--- config.mk ---
export PLATFORM = sky130hd
export DESIGN_NAME = debounce_edge
export DESIGN_NICKNAME = d
export VERILOG_FILES = /design/src/rtl/debounce_edge.sv
export SDC_FILE = /design/constraint.sdc
export NUM_CORES = 1
export LEC_CHECK = 0
export BUFFER_PORTS_ARGS = -buffer_cell sky130_fd_sc_hd__buf_2
export CORE_MARGIN = 3
export CORE_UTILIZATION = 45
export CTS_BUF_LIST = sky130_fd_sc_hd__clkbuf_4
export DETAILED_ROUTE_END_ITERATION = 6
export PLACE_DENSITY = 0.63
export SYNTH_ARGS = -nofsm -noshare
export SYNTH_HDL_FRONTEND = slang
export SYNTH_SLANG_ARGS = --single-unit
--- constraint.sdc ---
create_clock -name clk_i -period 3.7 [get_ports clk_i]
set_input_delay 0 -clock clk_i [delete_from_list [all_inputs] [get_ports clk_i]]
set_output_delay 0 -clock clk_i [all_outputs]
set_load 0.01 [all_outputs]
--- src/rtl/debounce_edge.sv ---
// Glitch filter and edge detector for asynchronous level inputs: synchronizes serial_i,
// accepts a new level only after thresh_i consecutive mismatching cycles, and emits pulses.

module sync #(
    parameter int unsigned STAGES = 2
) (
    input  logic clk_i,
    input  logic rst_ni,
    input  logic serial_i,
    output logic serial_o
);

    logic [STAGES-1:0] sync_d;
    logic [STAGES-1:0] sync_q;

    always_comb begin
        sync_d = {sync_q[STAGES-2:0], serial_i};
    end

    // NOTE: sequential state uses non-blocking assignments so every flop samples pre-edge values.
    always_ff @(posedge clk_i or negedge rst_ni) begin
        if (!rst_ni) begin
            sync_q <= '0;
        end else begin
            sync_q <= sync_d;
        end
    end

    assign serial_o = sync_q[STAGES-1];

endmodule

module debounce_edge #(
    parameter int unsigned STAGES = 2,
    parameter int unsigned CNT_W  = 16
) (
    input  logic             clk_i,
    input  logic             rst_ni,
    input  logic             serial_i,
    input  logic             en_i,
    input  logic [CNT_W-1:0] thresh_i,
    output logic             level_o,
    output logic             r_edge_o,
    output logic             f_edge_o,
    output logic             glitch_o
);

    logic s;

    logic             level_d,  level_q;
    logic [CNT_W-1:0] cnt_d,    cnt_q;
    logic             r_edge_d, r_edge_q;
    logic             f_edge_d, f_edge_q;
    logic             glitch_d, glitch_q;

    // One bit wider than the counter so cnt + 1 never wraps before the compare.
    logic [CNT_W:0] th_eff;
    logic [CNT_W:0] cnt_inc;

    sync #(
        .STAGES (STAGES)
    ) u_sync (
        .clk_i    (clk_i),
        .rst_ni   (rst_ni),
        .serial_i (serial_i),
        .serial_o (s)
    );

    always_comb begin
        // NOTE: every variable gets a default first so no path through this block infers a latch.
        level_d  = level_q;
        cnt_d    = cnt_q;
        r_edge_d = 1'b0;
        f_edge_d = 1'b0;
        glitch_d = 1'b0;

        th_eff  = (thresh_i == '0) ? (CNT_W+1)'(1) : {1'b0, thresh_i};
        cnt_inc = {1'b0, cnt_q} + (CNT_W+1)'(1);

        if (!en_i) begin
            // Disabling discards a partial run silently rather than calling it a glitch.
            cnt_d = '0;
        end else if (s == level_q) begin
            if (cnt_q != '0) begin
                cnt_d    = '0;
                glitch_d = 1'b1;
            end
        end else if (cnt_inc >= th_eff) begin
            level_d  = s;
            cnt_d    = '0;
            r_edge_d = s;
            f_edge_d = ~s;
        end else begin
            cnt_d = cnt_inc[CNT_W-1:0];
        end
    end

    always_ff @(posedge clk_i or negedge rst_ni) begin
        if (!rst_ni) begin
            level_q  <= 1'b0;
            cnt_q    <= '0;
            r_edge_q <= 1'b0;
            f_edge_q <= 1'b0;
            glitch_q <= 1'b0;
        end else begin
            level_q  <= level_d;
            cnt_q    <= cnt_d;
            r_edge_q <= r_edge_d;
            f_edge_q <= f_edge_d;
            glitch_q <= glitch_d;
        end
    end

    assign level_o  = level_q;
    assign r_edge_o = r_edge_q;
    assign f_edge_o = f_edge_q;
    assign glitch_o = glitch_q;

endmodule

==> qor.txt <==
Outcome -> finished clean
Via density per instance -> 5.38
Pint -> 308 uW
Tmin final -> 3.26 ns
Critical path class -> reg -> reg
FMAX -> 306 MHz
RR Endpoint -> cnt_q[7]$_DFFE_PN0P_
Mapped Area -> 1570 um2
Aggregate global-route resource usage -> 0.186
Post-layout nets -> 234
Clock buffer depth -> 2
WL per Instance -> 14.0 um
Seq cells post-synth -> 22
Crit path cell chain -> and4_4, and3_1, nand3_1, nor3_1, xor2_1, ha_1, and3_1, a211oi_1, nand2_1, or3_4, nor2b_1
Async SR Flop Fraction -> 1.00
Worst setup SP type -> flip-flop
Ratio of cells with drive above 1 in the final layout -> 0.200
CP max stage cell -> or3_4
# DRC -> 0
CTS Hold Bufs -> 3
CTS tree -> yes
Synth warn -> 0
Max_cap viols -> 0
Initial antenna violation count -> 0
First-pass GRT wire length -> 6130 um
Total negative slack -> 0 ns
Skew-Pair Late Insertion Delay -> 0.31 ns
Maximum vdd ir drop -> 0.209 mV
Max incr delay on CP -> 0.50 ns
Sequential share of power -> 0.595
Syn_nets -> 204
Compound-Gate Fraction of Synth Area -> 0.0765
Post-synth top cells -> dfrtp_1 (22), inv_1 (19), ha_1 (18)
Vias -> 1287
Crit end category -> flip-flop
Area Overhead vs Synth -> 13.5%
Clock transition at path regs -> 0.12 ns
Post-Synth Simple-Gate Area -> 0.285
Syn Area/Cell -> 9.46 um2
Sink Count -> 22
Drt initial violations -> 85
Fin crit share -> 0.882
Slew Viols, Final -> 0
Core area -> 3180 um2
Final Hold Vio Count -> 0
HPWL after DPL -> 2810 um
CP most frequent cell -> and3_1
Mux share of post-synthesis cell area -> 0
RSZ-0062 raised after global routing -> false
Die area -> 4230 um2
DRT antenna net count -> 0
Clock network fraction of total power -> 0.268
Hold_ws -> 0.166 ns
CTS root buffer -> clkbuf_4
Worst-path fanout max -> 14
Main combinational cell family by area after synthesis -> simple AND/OR/NAND/NOR gates
H-tree depth -> 1
IO Port Bufs -> 23
Die Span X -> 65.1 um
# setup viols final -> 0
Area share of the largest cell type after synthesis -> 0.351
Post-Synthesis Cells -> 166
Worst Skew -> 0.00216 ns
XOR/XNOR share of the synthesized area -> 0.0892
Antenna diodes -> 0
Largest area contributor in the netlist -> dfrtp_1
Die Y-Extent -> 65.1 um
# Post-CTS Setup Buffers -> 0
Slew at the pin closest to its max-slew limit -> 0.479 ns
Pwr per Cell Area -> 234 nW/um2
First-pass DRT Iterations -> 4
Sw frac -> 0.262
Vias in the first global route -> 1300
GP Congestion -> 0.942
Worst reg2reg path startpoint -> cnt_q[2]$_DFFE_PN0P_
Num CTS Buffers -> 3
Worst R2R Path Depth -> 11
Area share of fa/ha/maj cells after synthesis -> 0.143
Register area share after synthesis -> 0.351
Starting Density -> 0.494
Data required time of the worst path -> 3.94 ns
Slew Limit Headroom -> 0.681
Library cells used by synthesis -> 30
CP Data Arrival Time -> 3.51 ns
Most frequent cell after synthesis -> dfrtp_1
Rows -> 20
Largest net degree at the start of global routing -> 23
P_sw -> 109 uW
Lkg Pwr -> 0.000920 uW
Post-CTS sizing -> 0
Wirelength, routed -> 3360 um
R2R Setup Slk -> 0.44 ns
IO Pins -> 24
EDFF count, synth -> 0
Logic pwr share -> 0.138
Ys flop type -> dfrtp_1
HP Class -> in -> async
Congestion Overflow GR -> 0
Dominant cells by area after synthesis -> dfrtp_1 (35%), ha_1 (14%), nor2b_2 (5.6%), xnor2_1 (5.6%), inv_1 (4.5%)
==> power by group through the flow <==
stage | clock [uW] | sequential [uW] | combinational [uW]
6_report | 112 | 248 | 57.4
5_1_grt | 129 | 249 | 67.1
4_1_cts | 117 | 248 | 58.3
3_5_place_dp | 0 | 253 | 55.6
3_3_place_gp | 0 | 253 | 53.5
2_1_floorplan | 0 | 252 | 31.1
==> layout make-up <==
class | count | area, um2
Fill cell | 305 | 1400
Multi-Input combinational cell | 124 | 933
Clock inverter | 1 | 3.75
Inverter | 19 | 71.3
Tap cell | 44 | 55.1
Sequential cell | 22 | 551
Timing Repair Buffer | 26 | 145
Clock buffer | 3 | 22.5
==> layout by cell type (no fill, tap or decap), drive strengths merged <==
cell type,n
buf,23
dfrtp,22
inv,19
ha,18
nor2b,15
xnor2,10
nand2,10
nand3,9
nand4,9
nor4,8
nor2,6
xor2,6
nor3,6
a21oi,6
and3,3
o21ai,3
a21o,3
clkbuf,3
dlygate4sd3,3
a41o,2
and4,2
or3,2
nor4b,1
o31a,1
a211oi,1
nor3b,1
a2bb2oi,1
o21a,1
clkinv,1
==> worst max-delay path by stage <==
stage                                    start                     to
after global placement    cnt_q[2]$_DFFE_PN0P_   cnt_q[7]$_DFFE_PN0P_
after global routing      cnt_q[2]$_DFFE_PN0P_   cnt_q[7]$_DFFE_PN0P_
after CTS                 cnt_q[2]$_DFFE_PN0P_   cnt_q[7]$_DFFE_PN0P_
after detailed placement  cnt_q[2]$_DFFE_PN0P_   cnt_q[7]$_DFFE_PN0P_
after floorplan           cnt_q[2]$_DFFE_PN0P_  cnt_q[11]$_DFFE_PN0P_
final                     cnt_q[2]$_DFFE_PN0P_   cnt_q[7]$_DFFE_PN0P_
==> sequential cells by signal, summed over array words and instances (netlist names) <==
name           count
f_edge_o           1
u_sync.sync_q      2
r_edge_o           1
cnt_q             16
glitch_o           1
level_o            1
==> critical path: cells and delay by family, from the launching register on <==
kind / cells / cell delay (ns)
AO/OA/AOI/OAI: 1 / 0.32
XOR/XNOR: 1 / 0.24
adder cells (fa/ha/maj): 1 / 0.30
flip-flops: 1 / 0.47
AND/OR/NAND/NOR: 8 / 1.87
==> kinds of logic (layout without fill, tap and decap cells) <==
kind of cell / Yosys count / in the layout
buffers and inverters: 20 / 49
AO/OA/AOI/OAI: 18 / 18
XOR/XNOR: 16 / 16
flip-flops: 22 / 22
AND/OR/NAND/NOR: 72 / 72
adder cells (fa/ha/maj): 18 / 18
==> per-layer routing <==
metal,track usage,vias up,wire (um)
met5,0,-,0
met4,0.0181,0,0
met3,0.0433,0,191
met2,0.301,34,1640
met1,0.261,610,1520
li1,-,643,-
==> metrics by stage <==
step / power [uW] / util / instances / setup slack [ns] / instance area, um2
detailed placement: 308 / 0.543 / 232 / 0.477 / 1730
floorplan: 283 / - / 166 / 0.838 / 1570
CTS: 423 / 0.561 / 239 / 0.424 / 1780
finish: 417 / 0.561 / 239 / 0.436 / 1780
global placement: 306 / 0.543 / 232 / 0.546 / 1730
global route: 445 / 0.561 / 239 / 0.151 / 1780
(Power assumes the default switching activity.)
